**src/rtl/regfile_wb_arbiter_pkg.sv**
```systemverilog
// Shared constants for the register-file write-back arbiter and its requesters.
package regfile_wb_arbiter_pkg;

  localparam int unsigned REGF_AW = 5;
  localparam int unsigned REGF_DW = 32;

  localparam logic [REGF_AW-1:0] REG_ZERO = '0;

  // Requester slot assignment on the shared write port
  localparam int unsigned REQ_ALU    = 0;
  localparam int unsigned REQ_LOAD   = 1;
  localparam int unsigned REQ_MULDIV = 2;

endpackage

```
**src/rtl/regfile_wb_arbiter_rr_pick.sv**
```systemverilog
// Combinational round-robin picker: first set request at or after i_ptr, wrapping modulo N.
module regfile_wb_arbiter_rr_pick #(
  parameter int unsigned N  = 3,
  parameter int unsigned PW = 2
) (
  input  logic [N-1:0]  i_req,
  input  logic [PW-1:0] i_ptr,
  output logic [N-1:0]  o_grant,
  output logic [PW-1:0] o_idx,
  output logic          o_any
);

  always_comb begin : p_pick
    int unsigned c;
    c       = 0;
    o_grant = '0;
    o_idx   = '0;
    o_any   = 1'b0;
    for (int unsigned i = 0; i < N; i++) begin
      c = (int'(i_ptr) + i) % N;
      if (!o_any && i_req[c]) begin
        o_any      = 1'b1;
        o_grant[c] = 1'b1;
        o_idx      = PW'(c);
      end
    end
  end

endmodule

```
**src/rtl/regfile_wb_arbiter.sv**
```systemverilog
// Round-robin write-back arbiter sharing the register-file write port; writes to r0 are dropped.
// Optional REGF_WB_FWD_EN adds same-cycle bypass outputs from the registered write stage.
module regfile_wb_arbiter
  import regfile_wb_arbiter_pkg::*;
#(
  parameter int unsigned NREQ = 3,
  parameter int unsigned DW   = REGF_DW,
  parameter int unsigned AW   = REGF_AW,
  parameter int unsigned CNTW = 8
) (
  input  logic                 clk,
  input  logic                 rst,
  input  logic [NREQ-1:0]      req_valid,
  input  logic [NREQ*AW-1:0]   req_reg,
  input  logic [NREQ*DW-1:0]   req_data,
  output logic [NREQ-1:0]      req_ready,
  input  logic                 hold,
  output logic                 wr_en,
  output logic [AW-1:0]        wreg,
  output logic [DW-1:0]        wdata,
  output logic [NREQ-1:0]      last_grant,
  output logic [CNTW-1:0]      r0_drop_cnt
`ifdef REGF_WB_FWD_EN
  ,
  output logic                 fwd_valid,
  output logic [AW-1:0]        fwd_reg,
  output logic [DW-1:0]        fwd_data
`endif
);

  localparam int unsigned PW = (NREQ > 1) ? $clog2(NREQ) : 1;

  logic [PW-1:0]   r_ptr;
  logic            r_wr_en;
  logic [AW-1:0]   r_wreg;
  logic [DW-1:0]   r_wdata;
  logic [NREQ-1:0] r_last_grant;
  logic [CNTW-1:0] r_drop_cnt;

  logic [NREQ-1:0] w_grant;
  logic [PW-1:0]   w_idx;
  logic [PW-1:0]   w_ptr_next;
  logic            w_any;
  logic            w_accept;
  logic [AW-1:0]   w_sel_reg;
  logic [DW-1:0]   w_sel_data;
  logic            w_sel_zero;

  regfile_wb_arbiter_rr_pick #(
    .N  (NREQ),
    .PW (PW)
  ) u_rr_pick (
    .i_req   (req_valid),
    .i_ptr   (r_ptr),
    .o_grant (w_grant),
    .o_idx   (w_idx),
    .o_any   (w_any)
  );

  // Grants are suppressed during reset as well as during hold
  assign w_accept  = w_any & ~hold & rst;
  assign req_ready = w_accept ? w_grant : '0;

  always_comb begin
    w_sel_reg  = '0;
    w_sel_data = '0;
    for (int k = 0; k < NREQ; k++) begin
      if (w_grant[k]) begin
        w_sel_reg  = req_reg[k*AW +: AW];
        w_sel_data = req_data[k*DW +: DW];
      end
    end
  end

  assign w_sel_zero = (w_sel_reg == AW'(REG_ZERO));
  assign w_ptr_next = (w_idx == PW'(NREQ - 1)) ? '0 : w_idx + PW'(1);

  always_ff @(posedge clk or negedge rst) begin
    if (!rst) begin
      r_ptr        <= '0;
      r_wr_en      <= 1'b0;
      r_wreg       <= '0;
      r_wdata      <= '0;
      r_last_grant <= '0;
      r_drop_cnt   <= '0;
    end else begin
      r_wr_en <= 1'b0;
      if (w_accept) begin
        r_ptr        <= w_ptr_next;
        r_last_grant <= w_grant;
        r_wreg       <= w_sel_reg;
        r_wdata      <= w_sel_data;
        r_wr_en      <= ~w_sel_zero;
        if (w_sel_zero && (r_drop_cnt != '1)) begin
          r_drop_cnt <= r_drop_cnt + CNTW'(1);
        end
      end
    end
  end

  assign wr_en       = r_wr_en;
  assign wreg        = r_wreg;
  assign wdata       = r_wdata;
  assign last_grant  = r_last_grant;
  assign r0_drop_cnt = r_drop_cnt;

`ifdef REGF_WB_FWD_EN
  assign fwd_valid = r_wr_en;
  assign fwd_reg   = r_wreg;
  assign fwd_data  = r_wdata;
`endif

endmodule

```
**config.mk**
```make
export PLATFORM = sky130hd
export DESIGN_NAME = regfile_wb_arbiter
export DESIGN_NICKNAME = d
export VERILOG_FILES = /design/src/rtl/regfile_wb_arbiter_pkg.sv /design/src/rtl/regfile_wb_arbiter_rr_pick.sv /design/src/rtl/regfile_wb_arbiter.sv
export SDC_FILE = /design/constraint.sdc
export NUM_CORES = 1
export LEC_CHECK = 0
export CORE_MARGIN = 4
export CORE_UTILIZATION = 40
export DETAILED_ROUTE_END_ITERATION = 10
export GPL_TIMING_DRIVEN = 0
export HOLD_SLACK_MARGIN = 0.12
export PLACE_DENSITY = 0.86
export SLEW_MARGIN = 10
export SYNTH_ARGS = -nofsm -noshare
export SYNTH_HDL_FRONTEND = slang
export SYNTH_SLANG_ARGS = --single-unit
```
**constraint.sdc**
```tcl
create_clock -name clk -period 8.9 [get_ports clk]
set_clock_uncertainty 0.15 [all_clocks]
set_input_delay 1.78 -clock clk [delete_from_list [all_inputs] [get_ports clk]]
set_output_delay 1.78 -clock clk [all_outputs]
set_load 0.03 [all_outputs]
```
==> results.json, run 1 <==
{
  "status": "complete, no violations",
  "drive_gt1_share_pct": 4.69,
  "cts_root_buffer": "clkbuf_8",
  "hold_violations": 0,
  "cpLargestDelayFamily": "buffers and inverters",
  "syn2layout_area_growth_pct": 67.4,
  "grt_usage_pct": 23.2,
  "syn_nets": 414,
  "crit_buf_inv": 4,
  "synth_cell_type_count": 46,
  "clock_latency_ns": 0.31,
  "antenna_found_initial": 0,
  "required_ns": 6.97,
  "stdcell_area_um2": 4750,
  "n_antenna_cell": 0,
  "path_cells": "clkdlybuf4s50_1 > mux2i_1 > nor3b_1 > o31ai_1 > nand2_1 > nand2_1 > clkbuf_1 > inv_1 > clkdlybuf4s50_1",
  "gp_congestion": 0.849,
  "dp_hpwl_um": 7900,
  "ys_seq_area_share_pct": 44.9,
  "portBuffers": 168,
  "clock.fmax_mhz": 149,
  "min_period_over_period_pct": 75.5,
  "grt_setup_unrepaired": "false",
  "start_util_pct": 41.6,
  "die_w_um": 92.3,
  "setup_tns_ns": 0,
  "slew_violations": 0,
  "antenna_left": 0,
  "fin_crit_ns": 6.72,
  "pre_cts_ws_ns": 2.24,
  "cts.sinks": 51,
  "synth_area_um2": 2840,
  "finalPower_mw": 1.64,
  "grt_pass1_wl_um": 15800,
  "synth_area_leaders": "dfrtp_1 45%, a22oi_1 8.7%, o22ai_1 7.3%, a21oi_1 6.2%, nand2_1 3.0%",
  "worst_hold_path_type": "flip-flop to flip-flop",
  "crit_fanout": 10,
  "yosysTopAreaCell": "dfrtp_1",
  "crit_path_top_delay_cell": "clkdlybuf4s50_1",
  "start_kind": "input port",
  "grt_max_degree": 34,
  "holdBufCountCts": 0,
  "rows": 30,
  "crit_path_end_kind": "primary output",
  "worstMarginPinSlew_ns": 1.09,
  "wl_per_cell_um": 17.8,
  "maxSlewHeadroom_pct": 26.4,
  "vias": 3128,
  "peakVddDrop_v": 0.000161,
  "leakagePower_nw": 1.90,
  "io_pins": 169,
  "yosys_warnings": 0,
  "cts.clk_slew.worst_paths_ns": 0.10,
  "ys_seq_elements": 51,
  "cts.path.max_buffers": 2,
  "layout.nets": 590,
  "reg2reg_slack_ns": 5.20,
  "ys.flop_type": "dfrtp_1",
  "drc": 0,
  "drt-pass1-iter-count": 4,
  "numCtsBuffers": 5,
  "placed_area_um2": 4660,
  "p_per_area_nw_per_um2": 345,
  "die_y_um": 92.3,
  "post-cts-setup-buffers": 0,
  "synth_top_area_share_pct": 44.9,
  "grt-ovfl-total": 0,
  "core_um2": 6830,
  "routed_wl_um": 10000,
  "post_cts_resized": 0,
  "ctsHtreeMaxLevel": 2,
  "drt-initial-drc-count": 111,
  "synth-async-reset-ratio_pct": 100,
  "synth_edf_count": 0,
  "crit_type": "input port to primary output",
  "finalSetupViolations": 0,
  "grt_pass1_vias": 3257,
  "drv_cap": 0,
  "fin_ws_ns": 2.18,
  "syn_inst": 292,
  "slowest_delay_ns": 0.60,
  "dieArea_um2": 8510,
  "avgSynthCellArea_um2": 9.73,
  "cp.arrival_ns": 4.79,
  "cts_tree": "yes",
  "vias_per_cell": 5.54
}
[cell usage in the layout, fill, tap and decap left out, types with 7 or more instances in the layout]
cell type / netlist / final
clkdlybuf4s50_1: 0 / 167
dfrtp_1: 51 / 51
a21oi_1: 35 / 35
o22ai_1: 33 / 33
a22oi_1: 33 / 33
nand2_1: 23 / 23
clkbuf_1: 19 / 19
inv_1: 8 / 8
nor2_1: 8 / 8
and2_1: 7 / 7
[worst paths after layout]
check | to | cells after the start | startpoint
min in group asynchronous | last_grant[0]$_DFFE_PN0P_ | 1 | rst
max in group asynchronous | wdata[11]$_DFFE_PN0P_ | 2 | rst
worst max register to register | r0_drop_cnt[1]$_DFFE_PN0P_ | 10 | r_ptr[0]$_DFFE_PN0P_
worst min-delay path | last_grant[0]$_DFFE_PN0P_ | 1 | last_grant[0]$_DFFE_PN0P_
worst max-delay path | req_ready[2] | 9 | req_valid[2]
worst min register to register | last_grant[0]$_DFFE_PN0P_ | 1 | last_grant[0]$_DFFE_PN0P_
[cell type report]
| type | count | area (um^2) |
|---|---|---|
| well taps | 96 | 120 |
| plain buffers | 21 | 82.6 |
| fillers | 544 | 2080 |
| clock buffers | 5 | 68.8 |
| inverters | 8 | 30.0 |
| repair buffers | 169 | 1700 |
| clock inverters | 3 | 28.8 |
| flip-flops and latches | 51 | 1280 |
| multi-input cells | 212 | 1450 |
[registers in the layout, indices dropped and copies added, names as in the netlist]
name / count
r_ptr: 2
wdata: 32
wr_en: 1
last_grant: 3
r0_drop_cnt: 8
wreg: 5
[stage by stage]
step                      cells  util (%)  hold WS (ns)
final                       565      69.6         0.336
after global routing        565      69.6         0.364
after CTS                   565      69.6         0.345
after detailed placement    557      68.2         0.320
after global placement      556      67.9         0.312
after floorplan             292         -         0.350
[power by group]
part           internal [mW]  total, mW  switching (mW)  leakage (nW)
sequential             0.334      0.391          0.0576         0.615
clock                 0.0585      0.146          0.0877        0.0502
combinational          0.455       1.10           0.649          1.23
[Yosys cell counts, types with 2 or more instances]
cell type and n:
o22ai_2 2, nand2_1 23, and2_1 7, clkbuf_1 19, o31ai_1 5, o21ai_0 5
nand4_1 3, nand2b_1 3, o22ai_1 33, a22oi_1 33, and3_1 3, nor2b_1 3
a21o_1 2, dfrtp_1 51, mux2i_1 2, nor2_1 8, nor4bb_1 2, nor3b_1 3
a2111oi_2 4, xnor2_1 6, inv_1 8, ha_1 5, a21oi_1 35, o21ai_1 2
nand3_1 2, and3b_1 2, o31a_1 2
[per-layer routing]
layer,track usage (%),vias up,wire [um],share of wire [%]
li1,-,1472,-,-
met1,26.4,1512,3790,38
met2,41.7,125,5200,52
met3,7.05,19,853,8.5
met4,6.93,0,199,2.0
met5,0,-,0,0
[logic make-up after synthesis]
kind of cell	count (synthesis)	share of synthesized area [%]
XOR/XNOR	7	2.16
flip-flops	51	44.9
AND/OR/NAND/NOR	63	12.4
adder cells (fa/ha/maj)	5	2.20
buffers and inverters	29	3.96
multiplexers	3	1.10
AO/OA/AOI/OAI	134	33.3
Power figures use the tool's default switching activity.
==> inputs of run 2 (changes only) <==
--- a/config.mk
+++ b/config.mk
@@ -6,11 +6,11 @@
 export NUM_CORES = 1
 export LEC_CHECK = 0
 export CORE_MARGIN = 4
-export CORE_UTILIZATION = 40
+export CORE_UTILIZATION = 34
 export DETAILED_ROUTE_END_ITERATION = 10
 export GPL_TIMING_DRIVEN = 0
 export HOLD_SLACK_MARGIN = 0.12
-export PLACE_DENSITY = 0.86
+export PLACE_DENSITY = 0.78
 export SLEW_MARGIN = 10
 export SYNTH_ARGS = -nofsm -noshare
 export SYNTH_HDL_FRONTEND = slang
==> constraint.sdc (replaced) <==
create_clock -name clk -period 5.7 [get_ports clk]
set_clock_uncertainty 0.15 [all_clocks]
set_input_delay 1.14 -clock clk [delete_from_list [all_inputs] [get_ports clk]]
set_output_delay 1.14 -clock clk [all_outputs]
set_load 0.03 [all_outputs]
==> results.json, run 2 (synthesized netlist as in run 1, its figures left out) <==
{
  "switching_share_pct": 47.9,
  "drv_cap": 0,
  "slowest_delay_ns": 0.68,
  "drt-pass1-iter-count": 4,
  "rows": 33,
  "post_cts_resized": 0,
  "final_util_pct": 58.3,
  "crit_fanout": 10,
  "combPwrFrac_pct": 67.3,
  "grt_usage_pct": 20.1,
  "peakVddDrop_v": 0.000223,
  "dp_hpwl_um": 7850,
  "clock.fmax_mhz": 183,
  "n_antenna_cell": 0,
  "wl_per_cell_um": 17.3,
  "vias_per_cell": 5.39,
  "start_kind": "input port",
  "p_seq_share_pct": 23.9,
  "cts_tree": "yes",
  "ctsHtreeMaxLevel": 2,
  "layout_commonest_cell": "clkdlybuf4s50_1",
  "numCtsBuffers": 5,
  "gp_congestion": 0.848,
  "core_um2": 8180,
  "holdBufCountCts": 0,
  "largest_reg_flops": 32,
  "portBuffers": 168,
  "die_y_um": 99.4,
  "fin_ws_ns": 0.221,
  "layout.nets": 590,
  "die_w_um": 99.4,
  "switchingPower_mw": 1.23,
  "antenna_left": 0,
  "crit_path_top_delay_cell": "clkdlybuf4s50_1",
  "pre_cts_ws_ns": 0.231,
  "status": "complete, no violations",
  "post-cts-setup-buffers": 0,
  "cts.clk_slew.worst_paths_ns": 0.09,
  "path_cells": "clkdlybuf4s50_1 > mux2i_1 > o22a_1 > o31ai_1 > nand2_1 > nand2_1 > clkbuf_1 > inv_1 > clkdlybuf4s50_1",
  "cts.path.max_buffers": 2,
  "grt_setup_unrepaired": "false",
  "drc": 0,
  "cp.arrival_ns": 4.19,
  "p_clk_share_pct": 8.8,
  "layout_common_cells": "167 x clkdlybuf4s50_1, 51 x dfrtp_1, 35 x a21oi_1",
  "cpLargestDelayFamily": "buffers and inverters",
  "worstMarginPinSlew_ns": 1.14,
  "grt_pass1_vias": 3259,
  "maxSlewHeadroom_pct": 22.6,
  "drive_gt1_share_pct": 4.69,
  "io_pins": 169,
  "required_ns": 4.41,
  "clock_latency_ns": 0.30,
  "drt-initial-drc-count": 97,
  "start_util_pct": 34.7,
  "cts.sinks": 51,
  "routed_wl_um": 9910,
  "p_per_area_nw_per_um2": 537,
  "syn2layout_area_growth_pct": 67.8,
  "grt_max_degree": 35,
  "leakagePower_nw": 1.90,
  "fin_crit_ns": 5.48,
  "finalSetupViolations": 0,
  "grt_pass1_wl_um": 16000,
  "crit_buf_inv": 4,
  "crit_path_end_kind": "primary output",
  "p_int_mw": 1.33,
  "crit_type": "input port to primary output",
  "min_period_over_period_pct": 96.1,
  "hold_violations": 0,
  "vias": 3095,
  "dieArea_um2": 9880,
  "worst_hold_path_type": "flip-flop to flip-flop",
  "slew_violations": 0,
  "cts_root_buffer": "clkbuf_8",
  "antenna_found_initial": 0,
  "grt-ovfl-total": 0
}
run 2: metal layers:
layer	up-vias	global-route usage, %	share of wire, %
li1	1474	-	-
met1	1482	23.3	39
met2	131	36.2	51
met3	8	6.38	8.9
met4	0	4.73	1.2
met5	-	0	0
run 2: stage by stage:
step	hold slack (ns)	cell area [um^2]	setup TNS (ns)	std cells	total power [mW]
4_1_cts	0.344	4760	0	574	2.57
5_1_grt	0.364	4760	0	574	2.74
3_3_place_gp	0.309	4650	-2.64	565	2.30
3_5_place_dp	0.322	4670	0	566	2.34
2_1_floorplan	0.350	2840	0	292	1.70
6_report	0.337	4760	0	574	2.56
run 2: worst paths after layout:
check	cells after the start	slack, ns	end	startpoint
worst min register to register	1	0.34	last_grant[0]$_DFFE_PN0P_	last_grant[0]$_DFFE_PN0P_
worst min-delay path	1	0.34	last_grant[0]$_DFFE_PN0P_	last_grant[0]$_DFFE_PN0P_
min in group asynchronous	1	0.64	wdata[31]$_DFFE_PN0P_	rst
worst max-delay path	9	0.22	req_ready[2]	req_valid[1]
worst max register to register	11	2.00	r0_drop_cnt[1]$_DFFE_PN0P_	r_ptr[0]$_DFFE_PN0P_
max in group asynchronous	2	4.22	last_grant[1]$_DFFE_PN0P_	rst
run 2: cell type report:
class                      count  area, um^2
sequential                    51        1280
buffer                        21        82.6
clock buffer                   6        82.6
tap                          105         131
timing repair buffer         169        1700
clock inverter                 2        13.8
inverter                       8        30.0
fill                         719        3410
multi-input combinational    212        1450
run 2: worst reg2reg max path: cells and delay by family, from the launching register on:
family / cells / cell delay, ns
buffers and inverters: 2 / 0.46
adders and majority gates: 1 / 0.23
AOI/OAI and AO/OA: 5 / 1.80
and+or+nand+nor: 2 / 0.24
muxes: 1 / 0.31
DFF: 1 / 0.42
run 2: power by group through the flow:
stage / Clock [mW] / Sequential [mW] / Combinational (mW)
finish: 0.224 / 0.612 / 1.72
global route: 0.246 / 0.631 / 1.87
CTS: 0.233 / 0.613 / 1.73
detailed placement: 0 / 0.620 / 1.72
global placement: 0 / 0.612 / 1.69
floorplan: 0 / 0.911 / 0.788
==> inputs of run 3 (changes only) <==
--- a/config.mk
+++ b/config.mk
@@ -5,12 +5,14 @@
 export SDC_FILE = /design/constraint.sdc
 export NUM_CORES = 1
 export LEC_CHECK = 0
+export CELL_PAD_IN_SITES_DETAIL_PLACEMENT = 2
+export CELL_PAD_IN_SITES_GLOBAL_PLACEMENT = 2
 export CORE_MARGIN = 4
-export CORE_UTILIZATION = 34
+export CORE_UTILIZATION = 19
 export DETAILED_ROUTE_END_ITERATION = 10
 export GPL_TIMING_DRIVEN = 0
 export HOLD_SLACK_MARGIN = 0.12
-export PLACE_DENSITY = 0.78
+export PLACE_DENSITY = 0.79
 export SLEW_MARGIN = 10
 export SYNTH_ARGS = -nofsm -noshare
 export SYNTH_HDL_FRONTEND = slang
==> results.json, run 3 (synthesized netlist as in run 1, its figures left out) <==
{
  "status": "complete, no violations",
  "grt_setup_unrepaired": "false",
  "min_period_over_period_pct": 95.5,
  "wl_per_cell_um": 19.7,
  "cts.path.max_buffers": 2,
  "cts.clk_slew.worst_paths_ns": 0.07,
  "layout_commonest_cell": "clkdlybuf4s50_1",
  "gp_congestion": 0.770,
  "endpoint": "req_ready[0]",
  "crit_type": "input port to primary output",
  "timing.rr.end": "r0_drop_cnt[1]$_DFFE_PN0P_",
  "worstReg2RegStart": "r_ptr[0]$_DFFE_PN0P_",
  "rows": 44,
  "slew_violations": 0,
  "reg2reg_slack_ns": 1.88,
  "drt-pass1-iter-count": 4,
  "grt-ovfl-total": 0,
  "crit_path_end_kind": "primary output",
  "multi_input_area_um2": 1450,
  "peakVddDrop_v": 0.000169,
  "drc": 0,
  "setup_tns_ns": 0,
  "portBuffers": 168,
  "drive_gt1_share_pct": 4.50,
  "holdBufCountCts": 0,
  "clock.fmax_mhz": 184,
  "grt_max_degree": 54,
  "fin_crit_ns": 5.45,
  "top_layer_used": "met4",
  "core_um2": 14600,
  "post-cts-setup-buffers": 0,
  "startpoint": "req_valid[2]",
  "layout_common_cells": "167 x clkdlybuf4s50_1, 51 x dfrtp_1, 35 x a21oi_1",
  "dieArea_um2": 17000,
  "cts_tree": "yes",
  "routed-wl-met2_um": 6520,
  "fillers": 1616,
  "seq_area_um2": 1280,
  "die_w_um": 130,
  "syn2layout_area_growth_pct": 73.0,
  "cts.sinks": 51,
  "hold_violations": 0,
  "clock_latency_ns": 0.29,
  "antenna_left": 0,
  "drt-initial-drc-count": 109,
  "dp_hpwl_um": 10000,
  "worst_hold_path_type": "flip-flop to flip-flop",
  "grt_pass1_wl_um": 20000,
  "post_cts_resized": 0,
  "die_y_um": 130,
  "grt_pass1_vias": 3641,
  "final_util_pct": 33.7,
  "leakagePower_nw": 1.92,
  "start_kind": "input port",
  "layout.nets": 589,
  "p_per_area_nw_per_um2": 558,
  "vias_per_cell": 4.82,
  "wl_met3_um": 947,
  "required_ns": 4.41,
  "worstMarginPinSlew_ns": 1.16,
  "drv_cap": 0,
  "finalSetupViolations": 0,
  "io_pins": 169,
  "maxSlewHeadroom_pct": 21.4,
  "ctsHtreeMaxLevel": 2,
  "crit_fanout": 9,
  "start_util_pct": 19.5,
  "antenna_found_initial": 0,
  "routed_wl_um": 12800,
  "r2r_cells": 11,
  "n_antenna_cell": 0,
  "grt_usage_pct": 15.1,
  "cp.arrival_ns": 4.16,
  "largest_reg_flops": 32,
  "numCtsBuffers": 5,
  "cts_root_buffer": "clkbuf_16",
  "drt-met1-wl_um": 5160,
  "vias": 3140
}
==> run 3: metrics by stage <==
| step | setup WS, ns | std cells | total power, mW | instance area [um^2] | hold WS, ns |
|---|---|---|---|---|---|
| floorplan | 1.78 | 292 | 1.70 | 2840 | 0.350 |
| global route | 0.0394 | 651 | 2.95 | 4910 | 0.360 |
| detailed placement | 0.0782 | 644 | 2.42 | 4750 | 0.324 |
| global placement | -1.40 | 644 | 2.35 | 4750 | 0.315 |
| CTS | 0.0665 | 651 | 2.78 | 4910 | 0.341 |
| finish | 0.254 | 651 | 2.74 | 4910 | 0.337 |
==> run 3: how the worst min path moves through the flow <==
stage | start | end | slack [ns] | depth (start not counted)
floorplan | r_ptr[1]$_DFFE_PN0P_ | r_ptr[1]$_DFFE_PN0P_ | 0.35 | 2
global placement | wreg[4]$_DFFE_PN0P_ | wreg[4]$_DFFE_PN0P_ | 0.32 | 2
detailed placement | last_grant[1]$_DFFE_PN0P_ | last_grant[1]$_DFFE_PN0P_ | 0.32 | 1
CTS | last_grant[1]$_DFFE_PN0P_ | last_grant[1]$_DFFE_PN0P_ | 0.34 | 1
global route | last_grant[1]$_DFFE_PN0P_ | last_grant[1]$_DFFE_PN0P_ | 0.36 | 1
finish | last_grant[1]$_DFFE_PN0P_ | last_grant[1]$_DFFE_PN0P_ | 0.34 | 1
==> run 3: metal layers <==
metal / global-route usage [%] / vias to the layer above
met2: 26.6 / 104
met4: 3.85 / 0
met1: 17.6 / 1555
li1: - / 1469
met3: 4.95 / 12
met5: 0 / -
==> run 3: power breakdown <==
group	switching, mW	internal [mW]
combinational	1.06	0.710
sequential	0.0974	0.523
clock	0.143	0.206
==> run 3: worst max-delay path, stage by stage <==
cell	delay, ns
clkdlybuf4s50_1	0.56
mux2i_1	0.41
o21ai_1	0.15
o311ai_1	0.96
a211oi_1	0.24
clkdlybuf4s50_1	0.68
==> run 3: final cells by class <==
type / count / share of cell area [%]
Multi-Input combinational cell: 212 / 29.6
Timing Repair Buffer: 168 / 34.2
Clock inverter: 1 / 0.611
Buffer: 21 / 1.71
Tap cell: 184 / 4.69
Inverter: 8 / 0.611
Clock buffer: 6 / 2.62
Sequential cell: 51 / 26.0
